File: src/rtl/wb_pkg.sv
// -----------------------------------------------------------------------------
// wb_pkg: shared definitions for the writeback queue.
//   WB_DW / WB_AW / WB_DEPTH : default data width, register address width and
//                              number of pending-write entries.
//   wb_entry_t               : one pending register write {addr, data}.
//   wb_cnt_w()               : width needed to hold an occupancy of 0..depth.
// -----------------------------------------------------------------------------
package wb_pkg;

  localparam int WB_DW    = 8;
  localparam int WB_AW    = 3;
  localparam int WB_DEPTH = 4;

  typedef struct packed {
    logic [WB_AW-1:0] addr;
    logic [WB_DW-1:0] data;
  } wb_entry_t;

  // Occupancy runs 0..depth inclusive, so one more code than the pointers.
  function automatic int wb_cnt_w(input int depth);
    return $clog2(depth + 1);
  endfunction

endpackage

File: src/rtl/wb_queue_if.sv
// -----------------------------------------------------------------------------
// wb_queue_if: bundle of the writeback queue's handshake, register-file write
// port and bypass-lookup signals.
//   master : the producer/consumer side (execute stage, drain control, decode
//            lookups, register file).
//   slave  : the queue itself.
// Signals:
//   in_valid/in_ready/in_addr/in_data : write request handshake
//   drain_en                          : permits popping the head this cycle
//   reg_wrt/reg_wrt_dst/wrt_data      : register file write port
//   reg_src/reg_dst                   : decode lookup addresses
//   byp_src_hit/dat, byp_dst_hit/dat  : registered lookup results
//   count                             : entries currently held
// -----------------------------------------------------------------------------
interface wb_queue_if
  import wb_pkg::*;
#(
  parameter int DW = WB_DW,
  parameter int AW = WB_AW
);

  logic          in_valid;
  logic          in_ready;
  logic [AW-1:0] in_addr;
  logic [DW-1:0] in_data;
  logic          drain_en;
  logic          reg_wrt;
  logic [AW-1:0] reg_wrt_dst;
  logic [DW-1:0] wrt_data;
  logic [AW-1:0] reg_src;
  logic [AW-1:0] reg_dst;
  logic          byp_src_hit;
  logic          byp_dst_hit;
  logic [DW-1:0] byp_src_dat;
  logic [DW-1:0] byp_dst_dat;
  logic [AW-1:0] count;

  modport master (
    output in_valid, in_addr, in_data, drain_en, reg_src, reg_dst,
    input  in_ready, reg_wrt, reg_wrt_dst, wrt_data,
           byp_src_hit, byp_dst_hit, byp_src_dat, byp_dst_dat, count
  );

  modport slave (
    input  in_valid, in_addr, in_data, drain_en, reg_src, reg_dst,
    output in_ready, reg_wrt, reg_wrt_dst, wrt_data,
           byp_src_hit, byp_dst_hit, byp_src_dat, byp_dst_dat, count
  );

endinterface

File: src/rtl/wb_fifo.sv
// -----------------------------------------------------------------------------
// wb_fifo: circular buffer of pending register writes.
//   clk, rst              : clock, synchronous active-high reset
//   push/push_addr/data   : append an entry (caller guarantees space)
//   pop                   : retire the head entry (caller guarantees non-empty)
//   head_addr/head_data   : oldest entry, straight from storage
//   count                 : entries held, 0..DEPTH
//   age_vld/addr/data     : all slots re-ordered by age (index 0 = head,
//                           higher index = newer), with a valid bit each, so
//                           the lookup logic can scan them without knowing
//                           pointer positions.
// -----------------------------------------------------------------------------
module wb_fifo
  import wb_pkg::*;
#(
  parameter  int DEPTH = WB_DEPTH,
  parameter  int DW    = WB_DW,
  parameter  int AW    = WB_AW,
  localparam int PW    = $clog2(DEPTH),
  localparam int CW    = wb_cnt_w(DEPTH)
) (
  input  logic                clk,
  input  logic                rst,
  input  logic                push,
  input  logic [AW-1:0]       push_addr,
  input  logic [DW-1:0]       push_data,
  input  logic                pop,
  output logic [AW-1:0]       head_addr,
  output logic [DW-1:0]       head_data,
  output logic [CW-1:0]       count,
  output logic [DEPTH-1:0]    age_vld,
  output logic [DEPTH*AW-1:0] age_addr,
  output logic [DEPTH*DW-1:0] age_data
);

  typedef struct packed {
    logic [AW-1:0] addr;
    logic [DW-1:0] data;
  } entry_t;

  entry_t        mem [DEPTH];
  logic [PW-1:0] rd_ptr;
  logic [PW-1:0] wr_ptr;
  logic [CW-1:0] cnt;

  // Storage is cleared on reset so the head is never X, even when empty.
  // DEPTH is a power of two, so pointer wrap is plain modular increment.
  always_ff @(posedge clk) begin
    if (rst) begin
      rd_ptr <= '0;
      wr_ptr <= '0;
      cnt    <= '0;
      for (int i = 0; i < DEPTH; i++) begin
        mem[i] <= '0;
      end
    end else begin
      if (push) begin
        mem[wr_ptr] <= '{addr: push_addr, data: push_data};
        wr_ptr      <= wr_ptr + PW'(1);
      end
      if (pop) begin
        rd_ptr <= rd_ptr + PW'(1);
      end
      case ({push, pop})
        2'b10:   cnt <= cnt + CW'(1);
        2'b01:   cnt <= cnt - CW'(1);
        default: cnt <= cnt;
      endcase
    end
  end

  assign head_addr = mem[rd_ptr].addr;
  assign head_data = mem[rd_ptr].data;
  assign count     = cnt;

  for (genvar k = 0; k < DEPTH; k++) begin : g_age
    logic [PW-1:0] slot;
    assign slot                  = rd_ptr + PW'(k);
    assign age_vld[k]            = (CW'(k) < cnt);
    assign age_addr[k*AW +: AW]  = mem[slot].addr;
    assign age_data[k*DW +: DW]  = mem[slot].data;
  end

endmodule

File: src/rtl/wb_queue.sv
// -----------------------------------------------------------------------------
// wb_queue: writeback initiator for the register file.
// Buffers up to DEPTH register-write requests and drains them in arrival
// order, one per cycle while drain_en is high, onto the register file write
// port. Also answers registered bypass lookups for the decode source and
// destination addresses from the pending (not yet committed) writes.
//   clk, rst : clock, synchronous active-high reset
//   bus      : wb_queue_if.slave (handshake, write port, lookups, count)
// -----------------------------------------------------------------------------
module wb_queue
  import wb_pkg::*;
#(
  parameter int DEPTH = WB_DEPTH,
  parameter int DW    = WB_DW,
  parameter int AW    = WB_AW
) (
  input  logic        clk,
  input  logic        rst,
  wb_queue_if.slave   bus
);

  localparam int CW = wb_cnt_w(DEPTH);

  logic                push;
  logic                pop;
  logic                ready;
  logic [CW-1:0]       cnt;
  logic [AW-1:0]       head_addr;
  logic [DW-1:0]       head_data;
  logic [DEPTH-1:0]    age_vld;
  logic [DEPTH*AW-1:0] age_addr;
  logic [DEPTH*DW-1:0] age_data;

  // Lookup priority: the incoming push beats every stored entry, and among
  // stored entries the newest wins. Scanning oldest-to-newest and letting
  // later matches overwrite gives exactly that order. The head being popped
  // this cycle stays a candidate; the register file commits the same value
  // at the same edge.
  function automatic logic [DW:0] lookup(
    input logic [AW-1:0]       key,
    input logic [DEPTH-1:0]    vld,
    input logic [DEPTH*AW-1:0] addrs,
    input logic [DEPTH*DW-1:0] datas,
    input logic                new_vld,
    input logic [AW-1:0]       new_addr,
    input logic [DW-1:0]       new_data
  );
    logic          hit;
    logic [DW-1:0] dat;
    hit = 1'b0;
    dat = '0;
    for (int k = 0; k < DEPTH; k++) begin
      if (vld[k] && (addrs[k*AW +: AW] == key)) begin
        hit = 1'b1;
        dat = datas[k*DW +: DW];
      end
    end
    if (new_vld && (new_addr == key)) begin
      hit = 1'b1;
      dat = new_data;
    end
    return {hit, dat};
  endfunction

  // Handshake depends only on state and drain_en, never on in_valid, so a
  // full queue can still accept when the head leaves in the same cycle.
  assign pop   = !rst && (cnt != '0) && bus.drain_en;
  assign ready = !rst && ((cnt < CW'(DEPTH)) || pop);
  assign push  = bus.in_valid && ready;

  wb_fifo #(
    .DEPTH (DEPTH),
    .DW    (DW),
    .AW    (AW)
  ) u_fifo (
    .clk       (clk),
    .rst       (rst),
    .push      (push),
    .push_addr (bus.in_addr),
    .push_data (bus.in_data),
    .pop       (pop),
    .head_addr (head_addr),
    .head_data (head_data),
    .count     (cnt),
    .age_vld   (age_vld),
    .age_addr  (age_addr),
    .age_data  (age_data)
  );

  logic [DW:0] src_lkp_p0;
  logic [DW:0] dst_lkp_p0;

  assign src_lkp_p0 = lookup(bus.reg_src, age_vld, age_addr, age_data,
                             push, bus.in_addr, bus.in_data);
  assign dst_lkp_p0 = lookup(bus.reg_dst, age_vld, age_addr, age_data,
                             push, bus.in_addr, bus.in_data);

  // ---- stage p0 -> p1: lookup results register alongside the register file read
  logic          byp_src_hit_p1;
  logic          byp_dst_hit_p1;
  logic [DW-1:0] byp_src_dat_p1;
  logic [DW-1:0] byp_dst_dat_p1;

  always_ff @(posedge clk) begin
    if (rst) begin
      byp_src_hit_p1 <= 1'b0;
      byp_dst_hit_p1 <= 1'b0;
      byp_src_dat_p1 <= '0;
      byp_dst_dat_p1 <= '0;
    end else begin
      byp_src_hit_p1 <= src_lkp_p0[DW];
      byp_dst_hit_p1 <= dst_lkp_p0[DW];
      byp_src_dat_p1 <= src_lkp_p0[DW-1:0];
      byp_dst_dat_p1 <= dst_lkp_p0[DW-1:0];
    end
  end

  assign bus.in_ready    = ready;
  assign bus.reg_wrt     = pop;
  assign bus.reg_wrt_dst = head_addr;
  assign bus.wrt_data    = head_data;
  assign bus.count       = AW'(cnt);
  assign bus.byp_src_hit = byp_src_hit_p1;
  assign bus.byp_dst_hit = byp_dst_hit_p1;
  assign bus.byp_src_dat = byp_src_dat_p1;
  assign bus.byp_dst_dat = byp_dst_dat_p1;

endmodule

File: src/flat_wrapper.sv
// flat-port wrapper written by rule: the top's interface ports become plain ports
module wb_queue_flat import wb_pkg::*;
#(
  parameter int DEPTH = WB_DEPTH,
  parameter int DW    = WB_DW,
  parameter int AW    = WB_AW
)
  (clk, rst, bus_in_valid, bus_in_addr, bus_in_data, bus_drain_en, bus_reg_src, bus_reg_dst, bus_in_ready, bus_reg_wrt, bus_reg_wrt_dst, bus_wrt_data, bus_byp_src_hit, bus_byp_dst_hit, bus_byp_src_dat, bus_byp_dst_dat, bus_count);
  wb_queue_if #(.DW(DW), .AW(AW)) bus_i ();
  input  logic clk;
  input  logic rst;
  input wire logic [$bits(bus_i.in_valid)-1:0] bus_in_valid;
  input wire logic [$bits(bus_i.in_addr)-1:0] bus_in_addr;
  input wire logic [$bits(bus_i.in_data)-1:0] bus_in_data;
  input wire logic [$bits(bus_i.drain_en)-1:0] bus_drain_en;
  input wire logic [$bits(bus_i.reg_src)-1:0] bus_reg_src;
  input wire logic [$bits(bus_i.reg_dst)-1:0] bus_reg_dst;
  output wire logic [$bits(bus_i.in_ready)-1:0] bus_in_ready;
  output wire logic [$bits(bus_i.reg_wrt)-1:0] bus_reg_wrt;
  output wire logic [$bits(bus_i.reg_wrt_dst)-1:0] bus_reg_wrt_dst;
  output wire logic [$bits(bus_i.wrt_data)-1:0] bus_wrt_data;
  output wire logic [$bits(bus_i.byp_src_hit)-1:0] bus_byp_src_hit;
  output wire logic [$bits(bus_i.byp_dst_hit)-1:0] bus_byp_dst_hit;
  output wire logic [$bits(bus_i.byp_src_dat)-1:0] bus_byp_src_dat;
  output wire logic [$bits(bus_i.byp_dst_dat)-1:0] bus_byp_dst_dat;
  output wire logic [$bits(bus_i.count)-1:0] bus_count;
  assign bus_i.in_valid = bus_in_valid;
  assign bus_i.in_addr = bus_in_addr;
  assign bus_i.in_data = bus_in_data;
  assign bus_i.drain_en = bus_drain_en;
  assign bus_i.reg_src = bus_reg_src;
  assign bus_i.reg_dst = bus_reg_dst;
  assign bus_in_ready = bus_i.in_ready;
  assign bus_reg_wrt = bus_i.reg_wrt;
  assign bus_reg_wrt_dst = bus_i.reg_wrt_dst;
  assign bus_wrt_data = bus_i.wrt_data;
  assign bus_byp_src_hit = bus_i.byp_src_hit;
  assign bus_byp_dst_hit = bus_i.byp_dst_hit;
  assign bus_byp_src_dat = bus_i.byp_src_dat;
  assign bus_byp_dst_dat = bus_i.byp_dst_dat;
  assign bus_count = bus_i.count;
  wb_queue #(.DEPTH(DEPTH), .DW(DW), .AW(AW)) u_core (.clk(clk), .rst(rst), .bus(bus_i));
endmodule
File: config.mk
export PLATFORM = sky130hd
export DESIGN_NAME = wb_queue_flat
export DESIGN_NICKNAME = d
export VERILOG_FILES = /design/src/rtl/wb_pkg.sv /design/src/rtl/wb_queue_if.sv /design/src/rtl/wb_fifo.sv /design/src/rtl/wb_queue.sv /design/src/flat_wrapper.sv
export SDC_FILE = /design/constraint.sdc
export NUM_CORES = 1
export LEC_CHECK = 0
export ABC_CLOCK_PERIOD_IN_PS = 2700
export CAP_MARGIN = 10
export CORE_MARGIN = 4
export CORE_UTILIZATION = 57
export DETAILED_ROUTE_END_ITERATION = 12
export PLACE_DENSITY = 0.78
export SKIP_CTS_REPAIR_TIMING = 1
export SLEW_MARGIN = 20
export SYNTH_ARGS = -nofsm -noshare
export SYNTH_HDL_FRONTEND = slang
export SYNTH_SLANG_ARGS = --single-unit
File: constraint.sdc
create_clock -name clk -period 2.7 [get_ports clk]
set_clock_uncertainty 0.2 [all_clocks]
set_input_delay 0.54 -clock clk [delete_from_list [all_inputs] [get_ports clk]]
set_output_delay 0.54 -clock clk [all_outputs]
set_load 0.05 [all_outputs]
# == After elaboration in Yosys (flattened, before gate mapping) ==
# Memories as Yosys holds them, arrays and structs flattened. A register that Yosys moved wholly into a read port is not among the register bits.
# Index checks and enable logic that the tools add are counted.
# totals
regBits,25
mem_bits_rw,44
in_bits,21
out_inout_bits,34
word_cells,81
n_memories,1
# mem_list
memory,depth,word_bits,rd,rd_clocked_by_memory_dff,wr,line_no,text
u_core.u_fifo.mem,4,11,4,1,4,wb_fifo.sv:41,entry_t mem [DEPTH];
# op_classes
add_sub_neg,6
magnitude_cmp,5
eq_ne,12
mux,31
reduce_logical,19
# ops
operator,count
$mux 8,10
$eq 3x3->1,10
$mux 1,16
$logic_and 1x1->1,14
$mux 11,1
$reduce_or 11->1,1
$lt 1x3->1 const A,2
$lt 2x3->1 const A,2
$mux 2,3
$pmux 3 s2,1
$add 2x1->2 const B,2
$add 2x2->2 const B,2
$add 3x1->3 const B,1
$lt 3x3->1 const B,1
$reduce_bool 3->1,1
$sub 3x1->3 const B,1
$eq 2x1->1 const B,1
$eq 2x2->1 const B,1
$reduce_bool 2->1,1
$logic_not 1->1,1
$logic_or 1x1->1,1

# == Logic depth before layout (Yosys ltp) ==
# depth
ltp_word,11
depth_mapped,9

# == By module ==
# Synthesis repeated with hierarchy kept, for this count alone.
# hier_totals
hier_cells,426
hier_area_um2,4934.7
# modules_own_cells
mod,n_inst,cells_each,area_each_um2
wb_fifo,1,209,3278.1
wb_queue,1,217,1656.6

# == Least setup slack after synthesis ==
# No wires, ideal clock.
# synth_timing
path_kind,register -> register
startpoint,register u_core.u_fifo.cnt[0] (netlist: u_core.u_fifo.count[0])
endpoint,register u_core.u_fifo.cnt[2] (netlist: u_core.u_fifo.count[2])
setup_time_ps,71
arrival_time_ps,2878
required_ps,2429
path_slack_ps,-449
path_stages_with_launch,8
path_buffers,0
period_less_slack_ps,3149
cell_sequence,dfxtp_1 > inv_1 > ha_1 > a21o_1 > nor2_1 > ha_1 > or3_1 > a21oi_1
# synth_between
elab_chain_len,8
elab_cells_between_ends,13
# synth_lines
element,line_no,text
from (decl),wb_fifo.sv:44,logic [CW-1:0] cnt;
from (signal assigned),wb_fifo.sv:65,2'b10: cnt <= cnt + CW'(1);
from (signal assigned),wb_fifo.sv:66,2'b01: cnt <= cnt - CW'(1);
from (signal assigned),wb_fifo.sv:67,default: cnt <= cnt;
$reduce_bool 3->1 (*),wb_queue.sv:67,assign pop = !rst && (cnt != '0) && bus.drain_en;
$logic_and 1x1->1 (*) (2 in series),wb_queue.sv:67,
net bus_reg_wrt,flat_wrapper.sv:19,output wire logic [$bits(bus_i.reg_wrt)-1:0] bus_reg_wrt;
$logic_or 1x1->1,wb_queue.sv:68,assign ready = !rst && ((cnt < CW'(DEPTH)) || pop);
$logic_and 1x1->1,wb_queue.sv:68,
$logic_and 1x1->1,wb_queue.sv:69,assign push = bus.in_valid && ready;
$eq 2x1->1 / $eq 2x2->1 (equally long branches),wb_fifo.sv:64,"case ({push, pop})"
$pmux 3 s2 / $reduce_bool 2->1 (equally long branches),--,
# Mark *: on every way through the listed nets, which the timed path passes. The rest lies on a longest branch.
# A chain may end at the register's enable or synchronous reset.

# == Worst setup path after layout ==
# layout_timing
startpoint,register u_core.u_fifo.rd_ptr[1]
endpoint,register u_core.byp_src_dat_p1[5] (netlist: u_core.bus.byp_src_dat[5])
# layout_between
elab_chain_len,8
elab_cells_between_ends,14
# layout_lines
element,line_no,text
from (decl),wb_fifo.sv:42,logic [PW-1:0] rd_ptr;
from (signal assigned),wb_fifo.sv:62,rd_ptr <= rd_ptr + PW'(1);
$add 2x1->2,wb_fifo.sv:78,assign slot = rd_ptr + PW'(k);
$mem_v2 4x11 (*),--,
$eq 3x3->1,wb_queue.sv:53,if (vld[k] && (addrs[k*AW +: AW] == key)) begin
$logic_and 1x1->1,wb_queue.sv:53,
$mux 8 (2 in series),wb_queue.sv:53,
$mux 8 (*),wb_queue.sv:53,
$mux 8 (*),wb_queue.sv:58,if (new_vld && (new_addr == key)) begin
to (signal assigned),wb_queue.sv:113,byp_src_dat_p1 <= src_lkp_p0[DW-1:0];
to (decl),wb_queue.sv:101,logic [DW-1:0] byp_src_dat_p1;
# Mark *: on every way between the ends. The rest lies on a longest branch, timed or not.

==> metrics.txt <==
status=finished clean; Placement Setup Slack=-125 ps; critical path required time=between 2000 and 3000 ps; EDFF count, synth=44; syn_area_per_cell=between 10 and 15 um2; min-delay src=u_core.u_fifo.wr_ptr[1]; total track usage=0.261; Layout area overhead=21.6%; routed wire length=about 13000 um; worst path buffer plus inverter count=0; Clock transition at path regs=90 ps; CP startpoint kind=flop; Max-cap violations=0; Hold Crit Depth=2; period utilisation layout=0.965; Clock Sinks=71; global-route wire length before repair=20400 um; clock buffer depth=2; largest net degree at the start of global routing=49; most frequent cells in the layout=50 x buf_4, 44 x edfxtp_1, 43 x nor2_1, 41 x clkdlybuf4s50_1, 37 x a21oi_1; vias in the first global route=3885; worst path arrival time=2640 ps; hold_ws=315 ps; Worst path slowest cell=nor4_2; row cnt=33; DRT iter0 DRCs=316; FF-to-FF End=u_core.bus.byp_src_dat[5]; max-slew violations=0; CP cell instances=mux4_2, xor2_1, nor4_2, a21oi_1, o21ai_0, a211oi_1; crit path max fanout=11; DR top layer=met4; synthesized flop and latch total=71; Via density=about 6.0; setup ws final=about 95 ps; Post-Syn Instances=roughly 490; reg2reg setup slack=approximately 95 ps; Total Neg Setup Slack=0 ps; wire length on met2=about 5800 um; crit-path max cell delay=~740 ps; io pins=55; Setup violations, final=0; # diodes=0; worst hold endpoint=u_core.u_fifo.wr_ptr[1]; die area=a little over 10000 um2; share of cells above drive strength 1=0.236; Num CTS Buffers=9; cell family with most CP delay=simple AND/OR/NAND/NOR gates; initial antenna violation count=0; Peak VDD IR=around 0.00037 V; Die Y=about 100 um; vias=3987; Synth Flop Type=edfxtp_1; register area share after synthesis=0.379; max frequency=0.384 GHz; most common cell after layout, fill and taps aside=buf_4; DP HPWL=9940 um; dpl cells=roughly 650; synth warn=0; core area=8300 um2; Static Leak=between 2 and 2.5 nW; Initial Util=0.592; grt ovf=0; Mapped Nets=a little over 500; worst min-delay path category=reg2reg; wire length on met3=914 um; maximum level of the CTS H-tree=3; RR Startpoint=u_core.u_fifo.rd_ptr[1]; drc violations=0; final hold viol count=0; RSZ-0062 raised after global routing=no; Worst Setup Path Type=reg2reg; Final Non-Filler Cells=668; Antenna Violating Nets Remaining=0; WL met1=~5700 um; I/O Buffers=54; post-synthesis cell area=~4900 um2; Root Buffer=clkbuf_8; Detailed Routing Iterations Pass 1=5; routability cong.=~0.95; power density over the cells=between 500 and 600 nW/um2; clock latency on the worst-skew pair=about 340 ps; crit end category=flop; Die Width=between 100 and 150 um; WL per Instance=~19 um; CTS tree=built; fin nets=around 580; min Tclk post-route=2600 ps; relative slew slack=0.410; Worst Tran Pin Value=881 ps; asr flop ratio synth=0; Unique masters post-synth=between 40 and 50; R2R depth=6
==> per-layer routing <==
layer / vias to the layer above / global-route usage
li1: 1939 / -
met1: 1890 / 0.376
met2: 144 / 0.407
met3: 14 / 0.0429
met4: 0 / 0.0715
met5: - / 0
==> Yosys cell counts (13+ instances only) <==
cell,number,area share
mux4_2,19,0.087
mux2_2,16,0.037
dfxtp_1,27,0.11
o21ai_0,24,0.024
xnor2_1,26,0.046
nand4_1,13,0.017
nor2_1,44,0.034
nand2_1,19,0.015
and3_1,23,0.029
mux2i_1,29,0.059
and2_1,23,0.029
a21oi_1,37,0.038
edfxtp_1,44,0.27
a211oi_1,16,0.024
clkbuf_1,22,0.017
==> metrics by stage <==
stage	total power, mW	area (um2)	utilization
floorplan	2.15	4930	-
global placement	2.48	5710	0.688
detailed placement	2.50	5710	0.688
CTS	3.45	5930	0.714
global route	3.62	5980	0.721
finish	3.47	5980	0.721
==> report_power, final <==
| part | switching, mW | total [mW] | internal, mW | leakage [nW] |
|---|---|---|---|---|
| Sequential | 0.0774 | 1.31 | 1.23 | 0.675 |
| Clock | 0.436 | 0.961 | 0.526 | 0.103 |
| Combinational | 0.708 | 1.20 | 0.489 | 1.40 |
| Total | 1.22 | 3.47 | 2.25 | 2.18 |
==> state kept, by name, indices dropped and copies added, names as in the netlist, named ones only <==
register                flops
u_core.bus.byp_dst_dat      8
u_core.u_fifo.count         3
u_core.bus.byp_dst_hit      1
u_core.bus.byp_src_hit      1
u_core.u_fifo.rd_ptr        2
u_core.bus.byp_src_dat      8
u_core.u_fifo.wr_ptr        2
u_core.u_fifo.mem          44
==> cell type report <==
| cell class | count | area [um2] |
|---|---|---|
| Multi-Input combinational cell | 374 | 2880 |
| Fill cell | 621 | 2320 |
| Sequential cell | 71 | 1870 |
| Timing Repair Buffer | 95 | 857 |
| Tap cell | 105 | 131 |
| Clock buffer | 10 | 128 |
| Clock inverter | 6 | 92.6 |
| Inverter | 7 | 26.3 |
==> tightest hold or removal path, delay by kind of cell (launching register included) <==
family             cells  cell delay (ps)
DFF                    1              340
AOI/OAI and AO/OA      1               60
and+or+nand+nor        1               70
==> cells by family (layout without fill, tap and decap cells) <==
family	after synthesis	after routing	share of synthesized area
compound gates	93	93	0.113
xor+xnor	37	37	0.0690
fa+ha+maj	5	5	0.0127
buf+inv	46	118	0.0458
flops	71	71	0.379
mux	65	65	0.188
simple gates	174	174	0.192
==> how the worst max path moves through the flow <==
stage,from,end,slack [ps],depth (start not counted)
final,u_core.u_fifo.rd_ptr[1],u_core.bus.byp_src_dat[5],100,6
after global routing,flop,bus_wrt_data[1],20,3
after CTS,u_core.u_fifo.rd_ptr[1],u_core.bus.byp_src_dat[4],20,7
after detailed placement,bus_drain_en,u_core.u_fifo.mem[3][4],-130,7
after global placement,bus_drain_en,u_core.u_fifo.mem[3][3],-80,7
after floorplan,u_core.u_fifo.count[1],u_core.u_fifo.count[2],30,7
Note: power is estimated with default switching activity, not from simulation.
==> RTL change: new RTL, config.mk and constraints unchanged <==
`WB_AW`: 3 -> 2.
--- a/src/rtl/wb_pkg.sv
+++ b/src/rtl/wb_pkg.sv
@@ -8,7 +8,7 @@
 package wb_pkg;
 
   localparam int WB_DW    = 8;
-  localparam int WB_AW    = 3;
+  localparam int WB_AW    = 2;
   localparam int WB_DEPTH = 4;
 
   typedef struct packed {
Ports: changed (5 resized); port bits go from 55 to 50. The function was not compared with the original's and may differ.
==> RTL change against the unedited design <==
- via count is 15% lower
- core utilization is 0.85 points higher
- routed wire length fell by 18%
- synthesized cell count decreased by 22%
- power shrank 3.5%
- cell area decreased by 11%
- cell count is 18% lower
- area after synthesis shrank 12%
- critical path depth up 1
- first-iteration DRC count is 9.8% lower
- non-clock buffer count is 12 lower
- sequential cell count is 4 lower
- setup slack worse by 31 ps
- critical path type unchanged
==> RTL change: results (changes against the unedited design) <==
| Metric | Value |
|---|---|
| Xor/xnor share of the synthesized area | 0.0503 (-0.0186) |
| Placed Cells | 528 (-19%) |
| CP Max Fanout | 17 (+6) |
| R2R setup slack | 60 ps (-30 ps) |
| Routed wl met2 | 4.73 mm (-18%) |
| Synth cell types | 38 (-16%) |
| Syn_area_per_cell | 11.4 um^2 (+13%) |
| Period utilization | 0.976 (+0.0115) |
| Met1 WL | 4.50 mm (-21%) |
| R2R depth | 7 (+1) |
| Worst R2R Start | u_core.u_fifo.rd_ptr[0] |
| GR Util met2 | 0.352 (-0.0550) |
| Post-synthesis mux area share | 0.213 (+0.0247) |
| GPL Wtd Cong | 0.916 (-3.8%) |
| Post-synthesis compound-gate area fraction | 0.103 (-0.0108) |
| Fill count | 484 (-22%) |
| Dominant cells by area after synthesis | edfxtp_1, mux4_2, dfxtp_1 |
| Largest net degree at the start of global routing | 25 (-49%) |
| Met3 routed WL | 853 um (-6.7%) |
| M1 GR Usage | 0.339 (-0.0375) |
| Peak VDD IR | 0.586 mV (+56%) |
| Status | finished clean |
| Leak | 1.93 nW (-12%) |
| DR iter-0 viols | 285 (-9.8%) |
| Hold Crit Depth | 1 (-1) |
RTL change: how the worst min path moves through the flow:
stage / to / slack [ps]
final: u_core.u_fifo.wr_ptr[1] / 300
after CTS: u_core.u_fifo.wr_ptr[1] / 310
after global placement: u_core.u_fifo.wr_ptr[1] / 280
after detailed placement: u_core.u_fifo.wr_ptr[1] / 290
after floorplan: u_core.u_fifo.wr_ptr[1] / 260
after global routing: u_core.u_fifo.wr_ptr[1] / 350
RTL change: layout make-up:
cell class / count / area share
clock inverters: 7 / 0.0187
well taps: 99 / 0.0232
clock buffers: 9 / 0.0232
flip-flops and latches: 67 / 0.327
inverters: 7 / 0.00492
multi-input cells: 276 / 0.460
repair buffers: 83 / 0.142
RTL change: per-stage QoR:
| stage | setup TNS, ps | cell area [um^2] | power (W) |
|---|---|---|---|
| 6_report | 0 | 5350 | 0.00335 |
| 5_1_grt | -24.2 | 5350 | 0.00349 |
| 4_1_cts | -744 | 5270 | 0.00331 |
| 3_5_place_dp | -409 | 5050 | 0.00236 |
| 3_3_place_gp | -231 | 5050 | 0.00234 |
| 2_1_floorplan | 0 | 4360 | 0.00205 |
RTL change: critical path: stages (launching register included):
cell      delay [ps]
dfxtp_4          400
buf_8            150
mux4_2           530
xor2_1           160
or3_1            380
buf_12           180
a311o_1          290
a311oi_2         240
RTL change: kinds of logic after synthesis:
logic type,Yosys count
adder cells (fa/ha/maj),5
AO/OA/AOI/OAI,51
flip-flops,67
XOR/XNOR,25
AND/OR/NAND/NOR,148
buffers and inverters,40
multiplexers,47
RTL change: power breakdown:
group          internal (W)  switching, W
registers           0.00117     0.0000723
clock network      0.000528      0.000432
logic              0.000500      0.000640
